## src/rtl/bcd_seg7_pkg.sv

```systemverilog
// Shared types and constants for the BCD 7-segment scan driver.
//   state_e       : scan FSM states (INIT, DRIVE, GAP)
//   SEG_0..SEG_9  : active-high segment patterns {g,f,e,d,c,b,a}
//   SEG_DASH      : pattern shown for non-BCD nibbles (segment g only)
//   presc_width() : width of a counter that holds 0..scan_div-1
package bcd_seg7_pkg;

    typedef enum logic [1:0] {
        INIT  = 2'd0,
        DRIVE = 2'd1,
        GAP   = 2'd2
    } state_e;

    localparam logic [6:0] SEG_0    = 7'h3F;
    localparam logic [6:0] SEG_1    = 7'h06;
    localparam logic [6:0] SEG_2    = 7'h5B;
    localparam logic [6:0] SEG_3    = 7'h4F;
    localparam logic [6:0] SEG_4    = 7'h66;
    localparam logic [6:0] SEG_5    = 7'h6D;
    localparam logic [6:0] SEG_6    = 7'h7D;
    localparam logic [6:0] SEG_7    = 7'h07;
    localparam logic [6:0] SEG_8    = 7'h7F;
    localparam logic [6:0] SEG_9    = 7'h6F;
    localparam logic [6:0] SEG_DASH = 7'h40;

    function automatic int presc_width(input int scan_div);
        return (scan_div > 1) ? $clog2(scan_div) : 1;
    endfunction

endpackage

```

## src/rtl/bcd_to_seg7.sv

```systemverilog
// Combinational BCD nibble to 7-segment decoder, active-high output.
//   bcd : 4-bit digit code
//   seg : {g,f,e,d,c,b,a}; codes A..F produce a dash (segment g)
module bcd_to_seg7
    import bcd_seg7_pkg::*;
(
    input  logic [3:0] bcd,
    output logic [6:0] seg
);

    always_comb begin
        case (bcd)
            4'd0:    seg = SEG_0;
            4'd1:    seg = SEG_1;
            4'd2:    seg = SEG_2;
            4'd3:    seg = SEG_3;
            4'd4:    seg = SEG_4;
            4'd5:    seg = SEG_5;
            4'd6:    seg = SEG_6;
            4'd7:    seg = SEG_7;
            4'd8:    seg = SEG_8;
            4'd9:    seg = SEG_9;
            default: seg = SEG_DASH;
        endcase
    end

endmodule

```

## src/rtl/bcd_seg7_scan_driver.sv

```systemverilog
// Time-multiplexed common-anode 7-segment driver for packed BCD digits.
// Loaded values are double-buffered and only take effect at a frame
// boundary; each digit is driven SCAN_DIV cycles followed by a one-cycle
// dark gap.
//   clk        : system clock, rising edge
//   reset      : asynchronous active-low reset
//   load       : capture bcd_in this cycle
//   bcd_in     : packed BCD, nibble 0 = least significant digit
//   blank      : force all anodes inactive
//   seg        : segments {g,f,e,d,c,b,a}, polarity per SEG_ACTIVE_LOW
//   an         : digit enables, polarity per AN_ACTIVE_LOW
//   frame_done : one-cycle pulse when the scan wraps to digit 0
//   err        : sticky, set by any load carrying a nibble > 9
// Optional: define SEG7_LEADING_ZERO_BLANK_EN to suppress leading zeros.
module bcd_seg7_scan_driver
    import bcd_seg7_pkg::*;
#(
    parameter int NUM_DIGITS     = 2,
    parameter int SCAN_DIV       = 50000,
    parameter bit SEG_ACTIVE_LOW = 1'b1,
    parameter bit AN_ACTIVE_LOW  = 1'b1
) (
    input  logic                    clk,
    input  logic                    reset,
    input  logic                    load,
    input  logic [4*NUM_DIGITS-1:0] bcd_in,
    input  logic                    blank,
    output logic [6:0]              seg,
    output logic [NUM_DIGITS-1:0]   an,
    output logic                    frame_done,
    output logic                    err
);

    localparam int PW = presc_width(SCAN_DIV);
    localparam int IW = (NUM_DIGITS > 1) ? $clog2(NUM_DIGITS) : 1;
    localparam logic [PW-1:0] PRESC_LAST = PW'(SCAN_DIV - 1);
    localparam logic [IW-1:0] IDX_LAST   = IW'(NUM_DIGITS - 1);
    // XOR masks: an active-high "on" pattern becomes the pin value.
    localparam logic [6:0]            SEG_POL = {7{SEG_ACTIVE_LOW}};
    localparam logic [NUM_DIGITS-1:0] AN_POL  = {NUM_DIGITS{AN_ACTIVE_LOW}};

    state_e                  state_q, state_d;
    logic [PW-1:0]           presc_q, presc_d;
    logic [IW-1:0]           idx_q, idx_d;
    logic [4*NUM_DIGITS-1:0] pending_q, pending_d;
    logic [4*NUM_DIGITS-1:0] active_q, active_d;
    logic                    pend_valid_q, pend_valid_d;
    logic [6:0]              seg_q, seg_d;
    logic [NUM_DIGITS-1:0]   an_q, an_d;
    logic                    fd_q, fd_d;
    logic                    err_q, err_d;

    logic                    wrap;
    logic                    bad_code;
    logic [3:0]              cur_nib;
    logic [6:0]              dec_seg;
    logic [6:0]              seg_on;
    logic [NUM_DIGITS-1:0]   an_on;
    logic [NUM_DIGITS-1:0]   lz_hide;

    // ---------------- FSM: state register ----------------
    always_ff @(posedge clk or negedge reset) begin
        if (!reset) state_q <= INIT;
        else        state_q <= state_d;
    end

    // ---------------- FSM: next state ----------------
    always_comb begin
        state_d = state_q;
        case (state_q)
            INIT:    state_d = DRIVE;
            DRIVE:   if (presc_q == PRESC_LAST) state_d = GAP;
            GAP:     state_d = DRIVE;
            default: state_d = INIT;
        endcase
    end

    // ---------------- datapath next values ----------------
    assign wrap = (state_q == GAP) && (idx_q == IDX_LAST);

    always_comb begin
        bad_code = 1'b0;
        for (int i = 0; i < NUM_DIGITS; i++)
            if (bcd_in[4*i +: 4] > 4'd9) bad_code = 1'b1;
    end

    always_comb begin
        presc_d      = (state_q == DRIVE && presc_q != PRESC_LAST) ? presc_q + PW'(1) : '0;
        idx_d        = idx_q;
        if (state_q == GAP) idx_d = wrap ? '0 : idx_q + IW'(1);

        pending_d    = pending_q;
        active_d     = active_q;
        pend_valid_d = pend_valid_q;
        // A load on the wrap cycle bypasses pending and lands straight in
        // the buffer the next frame will display.
        if (wrap) begin
            if (load)              active_d = bcd_in;
            else if (pend_valid_q) active_d = pending_q;
            pend_valid_d = 1'b0;
        end else if (load) begin
            pending_d    = bcd_in;
            pend_valid_d = 1'b1;
        end

        err_d = err_q | (load & bad_code);
    end

    // ---------------- FSM: outputs ----------------
    always_comb begin
        cur_nib = active_q[3:0];
        for (int i = 0; i < NUM_DIGITS; i++)
            if (idx_q == IW'(i)) cur_nib = active_q[4*i +: 4];
    end

    bcd_to_seg7 u_dec (
        .bcd (cur_nib),
        .seg (dec_seg)
    );

`ifdef SEG7_LEADING_ZERO_BLANK_EN
    // Digit i>0 is hidden when it and every more-significant digit are 0.
    logic all_zero;
    always_comb begin
        lz_hide  = '0;
        all_zero = 1'b1;
        for (int i = NUM_DIGITS - 1; i > 0; i--) begin
            all_zero   = all_zero && (active_q[4*i +: 4] == 4'd0);
            lz_hide[i] = all_zero;
        end
    end
`else
    assign lz_hide = '0;
`endif

    always_comb begin
        seg_on = 7'h00;
        an_on  = '0;
        if (state_q == DRIVE) begin
            seg_on = dec_seg;
            for (int i = 0; i < NUM_DIGITS; i++)
                an_on[i] = (idx_q == IW'(i));
            an_on = an_on & ~lz_hide;
            if (blank) an_on = '0;
        end
        seg_d = seg_on ^ SEG_POL;
        an_d  = an_on ^ AN_POL;
        fd_d  = wrap;
    end

    // ---------------- datapath / output registers ----------------
    always_ff @(posedge clk or negedge reset) begin
        if (!reset) begin
            presc_q      <= '0;
            idx_q        <= '0;
            pending_q    <= '0;
            active_q     <= '0;
            pend_valid_q <= 1'b0;
            seg_q        <= SEG_POL;
            an_q         <= AN_POL;
            fd_q         <= 1'b0;
            err_q        <= 1'b0;
        end else begin
            presc_q      <= presc_d;
            idx_q        <= idx_d;
            pending_q    <= pending_d;
            active_q     <= active_d;
            pend_valid_q <= pend_valid_d;
            seg_q        <= seg_d;
            an_q         <= an_d;
            fd_q         <= fd_d;
            err_q        <= err_d;
        end
    end

    assign seg        = seg_q;
    assign an         = an_q;
    assign frame_done = fd_q;
    assign err        = err_q;

endmodule

```

## config.mk

```make
export PLATFORM = sky130hd
export DESIGN_NAME = bcd_seg7_scan_driver
export DESIGN_NICKNAME = d
export VERILOG_FILES = /design/src/rtl/bcd_seg7_pkg.sv /design/src/rtl/bcd_to_seg7.sv /design/src/rtl/bcd_seg7_scan_driver.sv
export SDC_FILE = /design/constraint.sdc
export NUM_CORES = 1
export LEC_CHECK = 0
export CAP_MARGIN = 20
export CORE_MARGIN = 1.5
export CORE_UTILIZATION = 63
export CTS_BUF_LIST = sky130_fd_sc_hd__clkbuf_4 sky130_fd_sc_hd__clkbuf_8
export CTS_CLUSTER_DIAMETER = 120
export DETAILED_ROUTE_END_ITERATION = 16
export PLACE_DENSITY = 0.88
export SLEW_MARGIN = 40
export SYNTH_ARGS = -nofsm -noshare
export SYNTH_HDL_FRONTEND = slang
export SYNTH_SLANG_ARGS = --single-unit
```

## constraint.sdc

```tcl
create_clock -name clk -period 4.5 [get_ports clk]
set_input_delay 0.9 -clock clk [delete_from_list [all_inputs] [get_ports clk]]
set_output_delay 0.9 -clock clk [all_outputs]
set_load 0.02 [all_outputs]
```

; After elaboration in Yosys (flattened, before gate mapping)
; Memories as Yosys holds them, arrays and structs flattened.
; Index checks and enable logic that the tools add are counted.
[op_classes]
bitwise_logic = 6
mux = 14
add_sub_neg = 2
eq_ne = 5
n_lt_le_gt_ge = 2
reduce_logical = 8
[ops]
columns = op, n
row1 = "adder 16 x 1 -> 16 bit, second input constant", 1
row2 = "== test 16 bit, second input constant", 1
row3 = two-way mux 16 bit, 1
row4 = two-way mux 8 bit, 2
row5 = "inequality test 16 bit, second input constant", 1
row6 = "greater-than comparator 4 bit, second input constant", 2
row7 = two-way mux 7 bit, 1
row8 = NOT 7 bit, 1
row9 = two-way mux 2 bit, 3
row10 = two-way mux 1 bit, 5
row11 = two-way mux 4 bit, 1
row12 = one-hot mux 2 bit (2 select lines), 1
row13 = AND reduction 2 bit, 2
row14 = nonzero test 2 bit, 2
row15 = "== test 2 x 1 -> 1 bit, second input constant", 1
row16 = "== test 2 bit, second input constant", 1
row17 = logical AND 1 bit, 2
row18 = logical NOT 2 bit, 1
row19 = "inequality test 2 bit, second input constant", 1
row20 = NOT 1 bit, 2
row21 = NOT 2 bit, 1
row22 = OR reduction 2 bit, 1
row23 = "adder 1 bit, second input constant", 1
row24 = AND 1 bit, 1
row25 = bitwise OR 1 bit, 1
[word_totals]
word_cells = 48
ff_bits = 47
input_bits = 12
n_memories = 1
romBits = 112
output_inout_bits = 11
[mem_list]
columns = name, depth, width, read_ports, rd_ports_with_merged_regs, wr, line
row1 = (no name shown), 16, 7, 1, 0, 0, bcd_to_seg7.sv:12  ; case (bcd)

; Longest topological paths before layout
[depth]
word_depth = 5
depth_mapped = 8
ltp_nobuf = 7

; Modules after synthesis
; From an unflattened synthesis, not the netlist that was laid out.
[unflattened]
hier_cells = 203
hier_area_um2 = 2247.2
[by_module_without_submodules]
columns = module, instances, cells_per_inst, area_each_um2, seq_area_each_um2
row1 = bcd_seg7_scan_driver, 1, 174, 2014.4, 1187.4
row2 = bcd_to_seg7, 1, 29, 232.7, 0.0

; Least setup slack after synthesis
; OpenSTA, ideal clock, no wires.
[synth_timing]
kind = input port to flip-flop
startpoint = in load
endpoint = reg pending_q[0]
setup_ps = 125
n_path_buf = 0
required_ps = 4375
arrival_ps = 1444
path_stages = 2
slack_ps = 2931
cell_sequence = nand2_1 mux2_2
[synth_via]
elab_chain_cells = 1
[synth_lines]
columns = item, line
row1 = from (decl), bcd_seg7_scan_driver.sv:25  ; input logic load,
row2 = AND reduction 2 bit (no line), n/a
row3 = to (signal assigned), bcd_seg7_scan_driver.sv:166  ; pending_q <= pending_d;
row4 = to (decl), bcd_seg7_scan_driver.sv:45  ; logic [4*NUM_DIGITS-1:0] pending_q, pending_d;
; Every way passes these cells.
; A chain may end at the register's enable or synchronous reset.

; Final worst setup path
[layout_timing]
startpoint = reg an_q[0] (netlist: an[0])
endpoint = out an[0]
[layout_rtl]
columns = item, line
row1 = from (decl), bcd_seg7_scan_driver.sv:49  ; logic [NUM_DIGITS-1:0] an_q, an_d;
row2 = from (signal assigned), bcd_seg7_scan_driver.sv:170  ; an_q <= an_d;
row3 = to (decl), bcd_seg7_scan_driver.sv:29  ; output logic [NUM_DIGITS-1:0] an,
; No word-level cell between the ends.

==> qor.txt <==
Global-route wire length before repair = 6760 um
Die area = 3930 um2
Fin. Hold Viols = 0
Hold WC Path Type = flip-flop to flip-flop
Crit path capture type = primary output
Synth warn = 0
Clock power frac = 0.293
Routed vias = 1480
Leakage = 1.12 nW
Maximum VDD drop = 0.257 mV
Total GRT Usage = 0.219
Worst Slack Setup Final = 2.12 ns
Post-cts resize count = 0
Switching Fraction = 0.235
Critical Path Fanout Max = 1
Cell internal pwr = 0.588 mW
CP bufs+invs = 1
Top Ports = 23
DP Wirelength = 2750 um
Die Y = 62.7 um
Mapped Avg Cell Area = 11.5 um2
Total power = 0.768 mW
Slew @ Worst Pin = 0.592 ns
Cell family with most CP delay = buffers and inverters
Starting density of the core = 0.663
Pre-CTS WS = 1.82 ns
Most common cell after layout, fill and taps aside = dfrtp_1
Filler Cell Count = 212
Setup TNS = 0 ns
Vias per std cell = 5.54
Vias in the first global route = 1534
Comb power frac = 0.115
Post-route ant nets = 0
Final worst path period share = 0.529
Max-Cap Viols = 0
FFs w/ async S/R, synth = 1.00
Register area share after synthesis = 0.528
Worst path max stage delay = 0.59 ns
CTS Hold Bufs = 0
Site Rows = 21
Layout cells sized above 1 = 0.190
Area Overhead vs Synth = 13.7%
Most frequent cells in the layout = dfrtp_1, nor2_1, clkdlybuf4s50_1
Total global routing overflow = 0
Largest net degree at the start of global routing = 48
DRC Markers = 0
CP max-delay cell = clkdlybuf4s50_1
Final Net Count = 238
Final min period = 2.38 ns
Worst path cell trace = clkdlybuf4s50_1
Clock skew = 0.00513 ns
Utilization after layout = 0.754
Status = complete, no violations
Clk_lat worst skew = 0.35 ns
Synth Cell Area = 2250 um2
Fmax = 420 MHz
Syn nets = 213
Final setup violation count = 0
WL/cell = 14.0 um
Chip width = 62.7 um
CTS tree = built
Reg power frac = 0.592
Final slew viol count = 0
WP data arrival = 1.48 ns
CP Launch Type = flip-flop
DRT Wirelength = 3750 um
Cells after Synth = 195
Drt pass-1 iters = 4
PortBufs = 22
WS Path Type = flip-flop to primary output
CTS buffer count = 5
RSZ-0062 raised after global routing = no
Core area = 3390 um2
Root buf cell = clkbuf_4
Cell area power density = 301 nW/um2
Net Sw Power = 0.181 mW
CTS Buffer Depth = 2
First DRT Iteration DRCs = 77
CTS Sinks = 47
Initial antenna violation count = 0
CTS clk-pin slew, worst paths = 0.13 ns
Slew headroom = 0.604
Yosys reg bits = 47
Total setup buffers inserted after CTS = 0
Worst EP required = 3.60 ns
Post-layout instance area = 2550 um2
Main synth FF type = dfrtp_1
RePlAce Congestion = 0.829
Dpl cell area = 2480 um2
CTS H-tree lvls = 2
Internal reg-to-reg setup slack = 2.71 ns
Distinct cells, synth = 36
Post-synth EDFFs = 0
Diode count = 0
-- registers in the layout, summed over array words and instances, names as in the netlist --
register and cells:
seg 7, frame_done 1, err 1, active_q 8, pending_q 8, state_q 2, idx_q 1, an 2
presc_q 16, pend_valid_q 1
-- kinds of logic (layout without fill, tap and decap cells) --
| logic type | after synthesis | after routing | share of synthesized area |
|---|---|---|---|
| compound gates | 20 | 20 | 0.0496 |
| xor+xnor | 15 | 15 | 0.0585 |
| mux | 23 | 23 | 0.110 |
| fa+ha+maj | 6 | 6 | 0.0334 |
| simple gates | 72 | 72 | 0.189 |
| buf+inv | 12 | 38 | 0.0312 |
| flops | 47 | 47 | 0.528 |
-- worst paths after layout --
check	start	endpoint	cells past startpoint
max	an[0]$_DFF_PN1_	an[0]	1
min	err$_DFF_PN0_	err$_DFF_PN0_	1
max reg2reg	idx_q$_DFFE_PN0N_	seg[4]$_DFF_PN1_	7
min reg2reg	err$_DFF_PN0_	err$_DFF_PN0_	1
max in group asynchronous	reset	seg[0]$_DFF_PN1_	1
min in group asynchronous	reset	presc_q[1]$_DFF_PN0_	1
-- stage by stage --
stage / std cells / hold slack, ns
floorplan: 195 / 0.443
global placement: 259 / 0.462
detailed placement: 259 / 0.459
CTS: 267 / 0.501
global route: 267 / 0.517
finish: 267 / 0.493
-- area by class of cell --
type / instances / area, um2 / area share
Clock buffer: 8 / 72.6 / 0.0284
Inverter: 8 / 30.0 / 0.0118
Multi-Input combinational cell: 136 / 990 / 0.387
Sequential cell: 47 / 1190 / 0.465
Tap cell: 46 / 57.6 / 0.0225
Timing Repair Buffer: 22 / 218 / 0.0852
-- cells in the mapped netlist, types with 3 or more instances --
| cell type | number | area, um2 |
|---|---|---|
| mux2i_1 | 13 | 130 |
| nand3_1 | 4 | 20.0 |
| xnor2_1 | 13 | 114 |
| nor2_2 | 3 | 18.8 |
| inv_1 | 8 | 30.0 |
| nor2_1 | 30 | 113 |
| o21ai_0 | 6 | 30.0 |
| nor3_1 | 4 | 20.0 |
| mux2_2 | 9 | 101 |
| a21oi_1 | 9 | 45.0 |
| ha_1 | 6 | 75.1 |
| nand2_1 | 9 | 33.8 |
| dfstp_2 | 9 | 236 |
| nor4_2 | 4 | 50.1 |
| dfrtp_1 | 38 | 951 |
-- metal layers --
metal,vias up,track usage,part of all wire
met2,33,0.363,0.49
li1,716,-,-
met3,7,0.0378,0.034
met4,0,0.0972,0.017
met5,-,0,0
met1,724,0.286,0.45
-- power by group through the flow --
stage | clock network, mW | logic, mW | registers, mW
finish | 0.225 | 0.0887 | 0.455
global route | 0.249 | 0.0978 | 0.458
CTS | 0.229 | 0.0894 | 0.455
detailed placement | 0 | 0.0887 | 0.463
global placement | 0 | 0.0849 | 0.462
floorplan | 0 | 0.0371 | 0.472
No activity file was read; power rests on OpenSTA's default activity.
